[src/rtl/game_ctrl_pkg.sv]
// Shared constants for the dino game pipeline: game_state encodings, window size,
// BCD digit sizing and a most-significant-digit-first BCD comparator.
package game_ctrl_pkg;

  typedef enum logic [1:0] {
    GAME_INIT  = 2'd0,
    GAME_START = 2'd1,
    GAME_END   = 2'd2,
    GAME_RESET = 2'd3
  } game_state_e;

  localparam int WINDOW_WIDTH  = 640;
  localparam int WINDOW_HEIGHT = 480;

  localparam int BCD_W        = 4;
  localparam int SCORE_DIGITS = 4;
  localparam int SCORE_W      = BCD_W * SCORE_DIGITS;

  // True when a > b, deciding on the first differing digit from the top.
  function automatic logic bcd_gt(input logic [SCORE_W-1:0] a, input logic [SCORE_W-1:0] b);
    logic gt;
    logic done;
    gt   = 1'b0;
    done = 1'b0;
    for (int i = SCORE_DIGITS - 1; i >= 0; i--) begin
      if (!done && (a[i*BCD_W +: BCD_W] != b[i*BCD_W +: BCD_W])) begin
        gt   = (a[i*BCD_W +: BCD_W] > b[i*BCD_W +: BCD_W]);
        done = 1'b1;
      end
    end
    return gt;
  endfunction

endpackage

[src/rtl/game_ctrl_bcd_counter4.sv]
// Combinational 4-digit BCD incrementer: saturates at 9999 and flags an increment
// that rolls the low two digits over to 00.
module bcd_counter4
  import game_ctrl_pkg::*;
(
  input  logic [SCORE_W-1:0] value,
  input  logic               inc,
  output logic [SCORE_W-1:0] value_next,
  output logic               low_pair_zero
);

  logic [SCORE_DIGITS-1:0] carry;

  assign carry[0] = inc && (value != 16'h9999);

  generate
    for (genvar gi = 0; gi < SCORE_DIGITS; gi++) begin : g_digit
      logic [BCD_W-1:0] digit;
      assign digit = value[gi*BCD_W +: BCD_W];
      assign value_next[gi*BCD_W +: BCD_W] =
        !carry[gi] ? digit : ((digit == 4'd9) ? 4'd0 : 4'(digit + 4'd1));
      if (gi < SCORE_DIGITS - 1) begin : g_carry
        assign carry[gi+1] = carry[gi] && (digit == 4'd9);
      end
    end
  endgenerate

  assign low_pair_zero = carry[0] && (value_next[7:0] == 8'h00);

endmodule

[src/rtl/game_ctrl.sv]
// Game-flow controller: game_state FSM, game_clk scroll divider with speed-up, BCD score.
// Optional high score register is built when GAME_CTRL_HISCORE_EN is defined.
module game_ctrl
  import game_ctrl_pkg::*;
#(
  parameter int unsigned TICK_DIV_INIT = 250000,
  parameter int unsigned TICK_DIV_MIN  = 100000,
  parameter int unsigned DIV_STEP      = 10000,
  parameter int unsigned SCORE_DIV     = 10,
  parameter int unsigned RESET_HOLD    = 16
) (
  input  logic        clk,
  input  logic        rst,
  input  logic        start_btn,
  input  logic        collision,
  output logic [1:0]  game_state,
  output logic        game_clk,
  output logic        game_tick,
  output logic [15:0] score,
  output logic [15:0] hi_score
);

  localparam int SUB_W  = (SCORE_DIV > 1) ? $clog2(SCORE_DIV) : 1;
  localparam int HOLD_W = (RESET_HOLD > 1) ? $clog2(RESET_HOLD) : 1;

  localparam logic [19:0]       P_INIT        = 20'(TICK_DIV_INIT);
  localparam logic [19:0]       P_MIN         = 20'(TICK_DIV_MIN);
  localparam logic [19:0]       P_STEP        = 20'(DIV_STEP);
  localparam logic [20:0]       MIN_PLUS_STEP = 21'(TICK_DIV_MIN) + 21'(DIV_STEP);
  localparam logic [SUB_W-1:0]  SUB_LAST      = SUB_W'(SCORE_DIV - 1);
  localparam logic [HOLD_W-1:0] HOLD_LAST     = HOLD_W'(RESET_HOLD - 1);

  game_state_e       state_reg, state_next;
  logic [19:0]       period_reg;
  logic [19:0]       period_cur_reg;
  logic [19:0]       div_cnt_reg, div_next;
  logic [SUB_W-1:0]  sub_cnt_reg;
  logic [HOLD_W-1:0] hold_cnt_reg;
  logic [15:0]       score_reg, score_inc;
  logic              game_clk_reg, game_clk_next;
  logic              game_tick_reg, game_tick_next;
  logic              wrap;
  logic              sub_wrap;
  logic              speed_up;
  logic              reset_entry;
  logic [19:0]       period_dec;

  always_comb begin
    state_next = state_reg;
    case (state_reg)
      GAME_INIT:  if (start_btn) state_next = GAME_START;
      GAME_START: if (collision) state_next = GAME_END;
      GAME_END:   if (start_btn) state_next = GAME_RESET;
      GAME_RESET: if (hold_cnt_reg == HOLD_LAST) state_next = GAME_START;
      default:    state_next = GAME_INIT;
    endcase
  end

  // period_cur_reg is the period actually being counted; it only picks up a new
  // period_reg at a wrap so a speed-up never cuts the running period short.
  always_comb begin
    wrap           = (state_reg == GAME_START) && (div_cnt_reg == period_cur_reg - 20'd1);
    div_next       = 20'd0;
    if (state_next == GAME_START && state_reg == GAME_START && !wrap)
      div_next = div_cnt_reg + 20'd1;
    game_clk_next  = (state_next == GAME_START) && (div_next < (period_cur_reg >> 1));
    game_tick_next = wrap && (state_next == GAME_START);
    reset_entry    = (state_reg == GAME_END) && (state_next == GAME_RESET);
    sub_wrap       = game_tick_reg && (sub_cnt_reg == SUB_LAST);
    period_dec     = ({1'b0, period_reg} >= MIN_PLUS_STEP) ? (period_reg - P_STEP) : P_MIN;
  end

  bcd_counter4 u_score_inc (
    .value         (score_reg),
    .inc           (sub_wrap),
    .value_next    (score_inc),
    .low_pair_zero (speed_up)
  );

  always_ff @(posedge clk or negedge rst) begin
    if (!rst) begin
      state_reg      <= GAME_INIT;
      div_cnt_reg    <= 20'd0;
      game_clk_reg   <= 1'b0;
      game_tick_reg  <= 1'b0;
      score_reg      <= 16'h0000;
      sub_cnt_reg    <= '0;
      period_reg     <= P_INIT;
      period_cur_reg <= P_INIT;
      hold_cnt_reg   <= '0;
    end else begin
      state_reg     <= state_next;
      div_cnt_reg   <= div_next;
      game_clk_reg  <= game_clk_next;
      game_tick_reg <= game_tick_next;
      if (reset_entry) begin
        score_reg      <= 16'h0000;
        sub_cnt_reg    <= '0;
        period_reg     <= P_INIT;
        period_cur_reg <= P_INIT;
        hold_cnt_reg   <= '0;
      end else begin
        score_reg <= score_inc;
        if (game_tick_reg)
          sub_cnt_reg <= sub_wrap ? '0 : sub_cnt_reg + 1'b1;
        if (speed_up)
          period_reg <= period_dec;
        if (wrap)
          period_cur_reg <= period_reg;
        if (state_reg == GAME_RESET)
          hold_cnt_reg <= (state_next == GAME_RESET) ? hold_cnt_reg + 1'b1 : '0;
      end
    end
  end

`ifdef GAME_CTRL_HISCORE_EN
  logic [15:0] hi_score_reg;

  // score_inc is the value score_reg takes at this edge, so a point earned in the
  // collision cycle still counts towards the best.
  always_ff @(posedge clk or negedge rst) begin
    if (!rst) begin
      hi_score_reg <= 16'h0000;
    end else if (state_reg == GAME_START && state_next == GAME_END &&
                 bcd_gt(score_inc, hi_score_reg)) begin
      hi_score_reg <= score_inc;
    end
  end

  assign hi_score = hi_score_reg;
`else
  assign hi_score = 16'h0000;
`endif

  assign game_state = state_reg;
  assign game_clk   = game_clk_reg;
  assign game_tick  = game_tick_reg;
  assign score      = score_reg;

endmodule

[config.mk]
export PLATFORM = sky130hd
export DESIGN_NAME = game_ctrl
export DESIGN_NICKNAME = d
export VERILOG_FILES = /design/src/rtl/game_ctrl_pkg.sv /design/src/rtl/game_ctrl_bcd_counter4.sv /design/src/rtl/game_ctrl.sv
export SDC_FILE = /design/constraint.sdc
export NUM_CORES = 1
export LEC_CHECK = 0
export ABC_CLOCK_PERIOD_IN_PS = 12300
export CORE_ASPECT_RATIO = 1.5
export CORE_MARGIN = 4
export CORE_UTILIZATION = 57
export CTS_BUF_LIST = sky130_fd_sc_hd__clkbuf_4
export DETAILED_ROUTE_END_ITERATION = 6
export PLACE_DENSITY = 0.83
export REMOVE_ABC_BUFFERS = 1
export SLEW_MARGIN = 20
export SYNTH_ARGS = -nofsm -noshare
export SYNTH_HDL_FRONTEND = slang
export SYNTH_SLANG_ARGS = --single-unit
[constraint.sdc]
create_clock -name clk -period 12.3 [get_ports clk]
set_input_delay 3.69 -clock clk [delete_from_list [all_inputs] [get_ports clk]]
set_output_delay 3.69 -clock clk [all_outputs]
set_load 0.05 [all_outputs]
==> summary.md, run 1 <==
| Metric | Value |
|---|---|
| Remaining Overflow, GRT | 0 |
| Placement Cell Area | 5573 um^2 |
| Post-CTS setup buffers | 0 |
| Die width | 87.15 um |
| Largest net degree at the start of global routing | 82 |
| CP arrival | 6.95 ns |
| Area growth syn-to-layout | 6.984% |
| R2R Setup Slk | 6.70 ns |
| Worst path bufs/invs | 1 |
| Warnings from Yosys | 0 |
| Hold_ws | 0.4946 ns |
| Fraction of synthesis flops using an asynchronous set or reset pin | 1.000 |
| CTS Buffer Depth | 2 |
| Share of the synthesized area in the top cell type | 0.3130 |
| DRC Markers | 0 |
| Synth Register Bits | 81 |
| Switching Power | 0.0003641 W |
| Post-Syn Area per Cell | 8.839 um^2 |
| Layout cells sized above 1 | 0.07865 |
| CP top delay family | simple AND/OR/NAND/NOR gates |
| Seq/Total Area, Yosys | 0.3817 |
| Root Driver | clkbuf_4 |
| Most area-consuming cells after synthesis | dfrtp_1 (31%), dfstp_2 (6.9%), ha_1 (5.8%), nor2_1 (5.1%), xnor2_1 (4.4%) |
| Max reg flops | 20 |
| Initial antenna violation count | 0 |
| H-tree Lvls | 3 |
| Max Freq | 151.6 MHz |
| Tot Pwr | 0.0008616 W |
| Vias/cell | 6.022 |
| Nets | 647 |
| Post-CTS Resized | 0 |
| Placement row count | 43 |
| Min Tclk post-route | 6.597 ns |
| CP Data Required Time | 12.65 ns |
| Max_cap viols | 0 |
| Clock transition at path regs | 0.13 ns |
| Crit path kind | input port to register |
| Internal power | 0.0004975 W |
| Max stage delay on crit path | 0.54 ns |
| TritonCTS Sinks | 81 |
| Reg power frac | 0.447 |
| Core Area | 9200 um^2 |
| Status | complete, no violations |
| Ports | 40 |
| Rel. slew slack | 0.3833 |
| Final worst-path cycle share | 0.5363 |
| TritonCTS Buffers | 9 |
| First-pass GRT wire length | 20.73 mm |
| Crit path cell chain | clkdlybuf4s50_1 -> nor2b_1 -> nand2b_1 -> nor2_1 -> ha_1 -> nand3_1 -> nor2_1 -> nand3_1 -> or4_1 -> or3b_2 -> a21oi_1 -> nor4b_1 |
| Initial Util | 0.5822 |
| Mapped cell area | 5356 um^2 |
| CTS tree | done |
| HPWL after detailed placement | 8.749 mm |
| Crit end category | register |
| Final Hold Fails | 0 |
| Vias | 4426 |
| Cell taking the most area after synthesis | dfrtp_1 |
| Post-synth EDFFs | 0 |
| Final ANT Viol Nets | 0 |
| Max-slew violation count | 0 |
| Routed wire length | 12.05 mm |
| Clk_skew | 0.01397 ns |
| Final core utilization | 0.6229 |
| Combinational share of power | 0.371 |
| Full die area | 11040 um^2 |
| Setup tns final | 0 ns |
| Post-DR wirelength/cell | 16.40 um |
| PD cells | 150.4 nW/um^2 |
| Post-Syn Instances | 606 |
| Post-synth cell types | 66 |
| Hold/Removal Path Class | register to register |
| Total GRT Usage | 0.2336 |
| CP max-delay cell | or4_1 |
| Ant diodes | 0 |
| Final setup fails | 0 |
| Primary FF master, synth | dfrtp_1 |
| Static Leak | 2.374 nW |
| RSZ-0062 raised after global routing | no |
| Crit Path Max Fanout | 19 |
| GPL Wtd Cong | 0.9241 |
| Die height | 126.7 um |
| Iter 0 DRT Violations | 325 |
| Drt first pass iters | 5 |
| Clk pwr share | 0.182 |
| Final instance area | 5731 um^2 |
| Sw frac | 0.4225 |
| Worst-Margin Slew | 0.9232 ns |
| Worst setup SP type | input port |
| Clk_lat worst skew | 0.45 ns |
| Vias in the first global route | 4535 |
| Worst VDD drop | 0.1404 mV |
| CTS Hold Bufs | 0 |
| Filler instances | 764 |
| I/O Buffers | 23 |
## path summary, 6_finish.rpt
check | start | end | cells after the start
min in group asynchronous | rst | sub_cnt_reg[0] | 1
max | collision | game_clk | 12
max reg2reg | period_cur_reg[3] | game_clk | 17
min | hold_cnt_reg[3] | hold_cnt_reg[3] | 1
max in group asynchronous | rst | period_reg[7] | 2
min reg2reg | hold_cnt_reg[3] | hold_cnt_reg[3] | 1
## metrics by stage
| stage | cells | worst slack, ns |
|---|---|---|
| finish | 735 | 5.703 |
| CTS | 734 | 5.713 |
| global placement | 718 | 5.339 |
| global route | 735 | 5.466 |
| floorplan | 578 | 6.195 |
| detailed placement | 718 | 5.221 |
## per-layer routing
| layer | global-route usage | wire length (um) | vias up | part of all wire |
|---|---|---|---|---|
| met2 | 0.4152 | 6423 | 98 | 0.53 |
| li1 | - | - | 2147 | - |
| met3 | 0.02859 | 379 | 29 | 0.031 |
| met4 | 0.1156 | 393 | 0 | 0.033 |
| met5 | 0 | 0 | - | 0 |
| met1 | 0.2710 | 4857 | 2152 | 0.40 |
## cell families after synthesis
| group | count (synthesis) | synth area share |
|---|---|---|
| DFF | 81 | 0.3817 |
| muxes | 13 | 0.02453 |
| and+or+nand+nor | 241 | 0.2392 |
| adders and majority gates | 25 | 0.05840 |
| other | 1 | 0.0007001 |
| AOI/OAI and AO/OA | 118 | 0.1455 |
| xor gates and xnor gates | 48 | 0.07849 |
| buffers and inverters | 79 | 0.07148 |
## cell usage in the layout (no fill, tap or decap), types with 12 or more instances in the layout
cell type	n
a21oi_1	28
clkdlybuf4s50_1	22
conb_1	16
dfrtp_1	67
dfstp_2	14
ha_1	25
inv_1	36
mux2i_1	12
nand2_1	34
nand3_1	17
nand4_1	14
nor2_1	72
nor2b_1	15
nor3_1	18
o211ai_1	13
o21ai_0	37
xnor2_1	27
xor2_1	21
## cells in the mapped netlist, types with 15 or more instances
cell,number
xnor2_1,27
buf_4,17
nor3_1,18
o21ai_0,37
nand3_1,17
clkbuf_1,17
nor2b_1,15
a21oi_1,28
nand2_1,34
dfrtp_1,67
ha_1,25
xor2_1,21
nor2_1,73
inv_1,36
## power groups by stage
stage | Combinational (W) | Sequential (W) | Clock (W)
floorplan | 0.000163 | 0.000440 | 0
global placement | 0.000307 | 0.000384 | 0
detailed placement | 0.000318 | 0.000388 | 0
CTS | 0.000319 | 0.000384 | 0.000159
global route | 0.000352 | 0.000395 | 0.000170
finish | 0.000320 | 0.000385 | 0.000156
## cell type report
| class | count | area, um^2 | share of cell area |
|---|---|---|---|
| clock buffers | 11 | 82.58 | 0.01441 |
| flip-flops and latches | 81 | 2044 | 0.3568 |
| inverters | 36 | 135.1 | 0.02358 |
| repair buffers | 29 | 292.8 | 0.05109 |
| well taps | 112 | 140.1 | 0.02445 |
| multi-input cells | 461 | 2988 | 0.5214 |
| clock inverters | 5 | 47.55 | 0.008297 |
No activity file was read; power rests on OpenSTA's default activity.
==> inputs of run 2 (changes only) <==
ABC_CLOCK_PERIOD_IN_PS = 6100   (was 12300)
clock period = 6.1 ns   (was 12.3 ns; I/O delays follow)
==> summary.md, run 2 (same netlist as run 1, synthesis figures left out) <==
| Metric | Value |
|---|---|
| Status | complete, no violations (unchanged) |
| Max reg flops | 20 (unchanged) |
| Ports | 40 (unchanged) |
| Remaining Overflow, GRT | 0 (unchanged) |
| Placement row count | 43 (unchanged) |
| Nets | 646 (was 647) |
| CTS tree | done (unchanged) |
| Switching Power | 0.0007450 W (was 0.0003641 W) |
| Core Area | 9200 um^2 (unchanged) |
| Post-DR wirelength/cell | 16.35 um (was 16.40 um) |
| Sw frac | 0.4087 (was 0.4225) |
| Hold EP | hold_cnt_reg[3] (unchanged) |
| DP Cell Count | 718 (unchanged) |
| Crit path kind | register to register (was input port to register) |
| Max-slew violation count | 0 (unchanged) |
| CP Data Required Time | 6.45 ns (was 12.65 ns) |
| Crit end category | register (unchanged) |
| Initial Util | 0.5822 (unchanged) |
| HPWL after detailed placement | 8.840 mm (was 8.749 mm) |
| Worst VDD drop | 0.2754 mV (was 0.1404 mV) |
| Largest net degree at the start of global routing | 82 (unchanged) |
| Final setup fails | 0 (unchanged) |
| Crit Path Max Fanout | 19 (unchanged) |
| Internal power | 0.001078 W (was 0.0004975 W) |
| Full die area | 11040 um^2 (unchanged) |
| Static Leak | 2.377 nW (was 2.374 nW) |
| H-tree Lvls | 3 (unchanged) |
| Commonest non-fill, non-tap cell in the layout | nor2_1 (unchanged) |
| Vias | 4441 (was 4426) |
| Reg power frac | 0.426 (was 0.447) |
| Worst setup SP type | register (was input port) |
| GPL Wtd Cong | 0.9747 (was 0.9241) |
| RR Startpoint | period_cur_reg[3] (unchanged) |
| Root Driver | clkbuf_4 (unchanged) |
| Commonest non-fill, non-tap cells in the layout | nor2_1 (72), dfrtp_1 (67), o21ai_0 (37) (unchanged) |
| Clock transition at path regs | 0.13 ns (about the same) |
| Die height | 126.7 um (unchanged) |
| Post-CTS Resized | 0 (unchanged) |
| CP max-delay cell | nor4b_1 (was or4_1) |
| Final ANT Viol Nets | 0 (unchanged) |
| Post-CTS setup buffers | 0 (unchanged) |
| Min Tclk post-route | 5.325 ns |
| Vias/cell | 6.042 (was 6.022) |
| Max stage delay on crit path | 0.58 ns (was 0.54 ns) |
| R2R Setup Slk | 0.78 ns (was 6.70 ns) |
| Vias in the first global route | 4492 (was 4535) |
| Setup tns final | 0 ns (unchanged) |
| Final Hold Fails | 0 (unchanged) |
| Clk_skew | 0.01460 ns (was 0.01397 ns) |
| DRC Markers | 0 (unchanged) |
| Combinational share of power | 0.353 (was 0.371) |
| Hold/Removal Path Class | register to register (unchanged) |
| Reg-to-Reg End | game_clk (unchanged) |
| Area growth syn-to-layout | 7.615% (was 6.984%) |
| Clk pwr share | 0.221 (was 0.182) |
| Iter 0 DRT Violations | 310 (was 325) |
| Worst-Margin Slew | 0.9835 ns (was 0.9232 ns) |
| Worst-case reg-to-reg path depth | 17 (unchanged) |
| Initial antenna violation count | 1 (was 0) |
| Tot Pwr | 0.001823 W (was 0.0008616 W) |
| Max_cap viols | 0 (unchanged) |
| TritonCTS Sinks | 81 (unchanged) |
| Hold_ws | 0.4941 ns (was 0.4946 ns) |
| CP arrival | 5.67 ns (was 6.95 ns) |
| Die width | 87.15 um (unchanged) |
| Max Freq | 187.8 MHz |
| Rel. slew slack | 0.3430 (was 0.3833) |
| Worst Setup Slack, final | 0.7751 ns (was 5.703 ns) |
| HP Start | hold_cnt_reg[3] (unchanged) |
| RSZ-0062 raised after global routing | no (unchanged) |
| Place WS | 0.8612 ns (was 5.221 ns) |
| First-pass GRT wire length | 20.91 mm (was 20.73 mm) |
| Routed wire length | 12.01 mm (was 12.05 mm) |
| Layout cells sized above 1 | 0.07878 (was 0.07865) |
| Final worst-path cycle share | 0.8729 |
| Clk_lat worst skew | 0.46 ns (was 0.45 ns) |
| TritonCTS Buffers | 9 (unchanged) |
| I/O Buffers | 23 (unchanged) |
| CTS Buffer Depth | 2 (unchanged) |
| CTS Hold Bufs | 0 (unchanged) |
| Crit path cell chain | inv_1 -> ha_1 -> nor4b_1 -> and4_1 -> a32o_1 -> nand4_1 -> a211oi_4 -> nand2b_1 -> nor2_1 -> ha_1 -> nand3_1 -> nor2_1 -> nand3_1 -> or4_1 -> or3b_2 -> a21oi_1 -> nor4b_1 (was clkdlybuf4s50_1 -> nor2b_1 -> nand2b_1 -> nor2_1 -> ha_1 -> nand3_1 -> nor2_1 -> nand3_1 -> or4_1 -> or3b_2 -> a21oi_1 -> nor4b_1) |
| PD cells | 316.2 nW/um^2 (was 150.4 nW/um^2) |
| Post-Layout Cell Count | 735 (unchanged) |
| Hold Path Cell Cnt | 1 (unchanged) |
| Drt first pass iters | 5 (unchanged) |
| Total GRT Usage | 0.2333 (was 0.2336) |
==> run 2: changes by cell type in the layout (fill, tap and decap cells not counted) <==
cell	before	now
diode_2	0	1
buf_6	0	1
inv_6	0	1
buf_16	1	0
clkinvlp_4	0	2
clkinv_2	2	0
clkbuf_4	11	9
buf_4	6	5
clkinv_1	2	1
bufinv_16	1	3
==> run 2: worst max path at each step <==
stage | from | endpoint | slack, ns | depth (start not counted)
5_1_grt | period_cur_reg[3] | game_clk | 0.38 | 17
4_1_cts | period_cur_reg[3] | game_clk | 0.83 | 17
6_report | period_cur_reg[3] | game_clk | 0.78 | 17
3_5_place_dp | collision | game_clk | 0.86 | 12
3_3_place_gp | collision | game_clk | 1.01 | 12
2_1_floorplan | period_cur_reg[3] | game_clk | 1.01 | 17
==> run 2: metrics by stage <==
step,area (um^2),util
after detailed placement,5573,0.6057
after CTS,5758,0.6259
after global routing,5764,0.6265
after floorplan,5165,-
final,5764,0.6265
after global placement,5573,0.6057
==> run 2: area by class of cell <==
class | count | area (um^2)
clock buffer | 9 | 67.56
tap | 112 | 140.1
clock inverter | 7 | 117.6
multi-input combinational | 461 | 2988
timing repair buffer | 28 | 269.0
fill | 782 | 3436
antenna | 1 | 2.502
inverter | 36 | 135.1
sequential | 81 | 2044
==> run 2: power groups by stage <==
stage	logic, W	clock network [W]	registers (W)
after floorplan	0.000329	0	0.000887
after global placement	0.000623	0	0.000774
after detailed placement	0.000643	0	0.000783
after CTS	0.000647	0.000412	0.000773
after global routing	0.000710	0.000432	0.000795
final	0.000643	0.000404	0.000776
==> run 2: critical path, delay by kind of cell, from the launching register on <==
family | cells | cell delay [ns]
AOI/OAI and AO/OA | 3 | 0.57
adders and majority gates | 2 | 0.58
buffers and inverters | 1 | 0.20
DFF | 1 | 0.54
and+or+nand+nor | 11 | 3.33
==> run 2: per-layer routing <==
metal	global-route usage	part of all wire	vias up
met1	0.2849	0.42	2184
li1	-	-	2120
met3	0.03834	0.030	32
met4	0.1192	0.041	0
met2	0.3906	0.51	105
met5	0	0	-
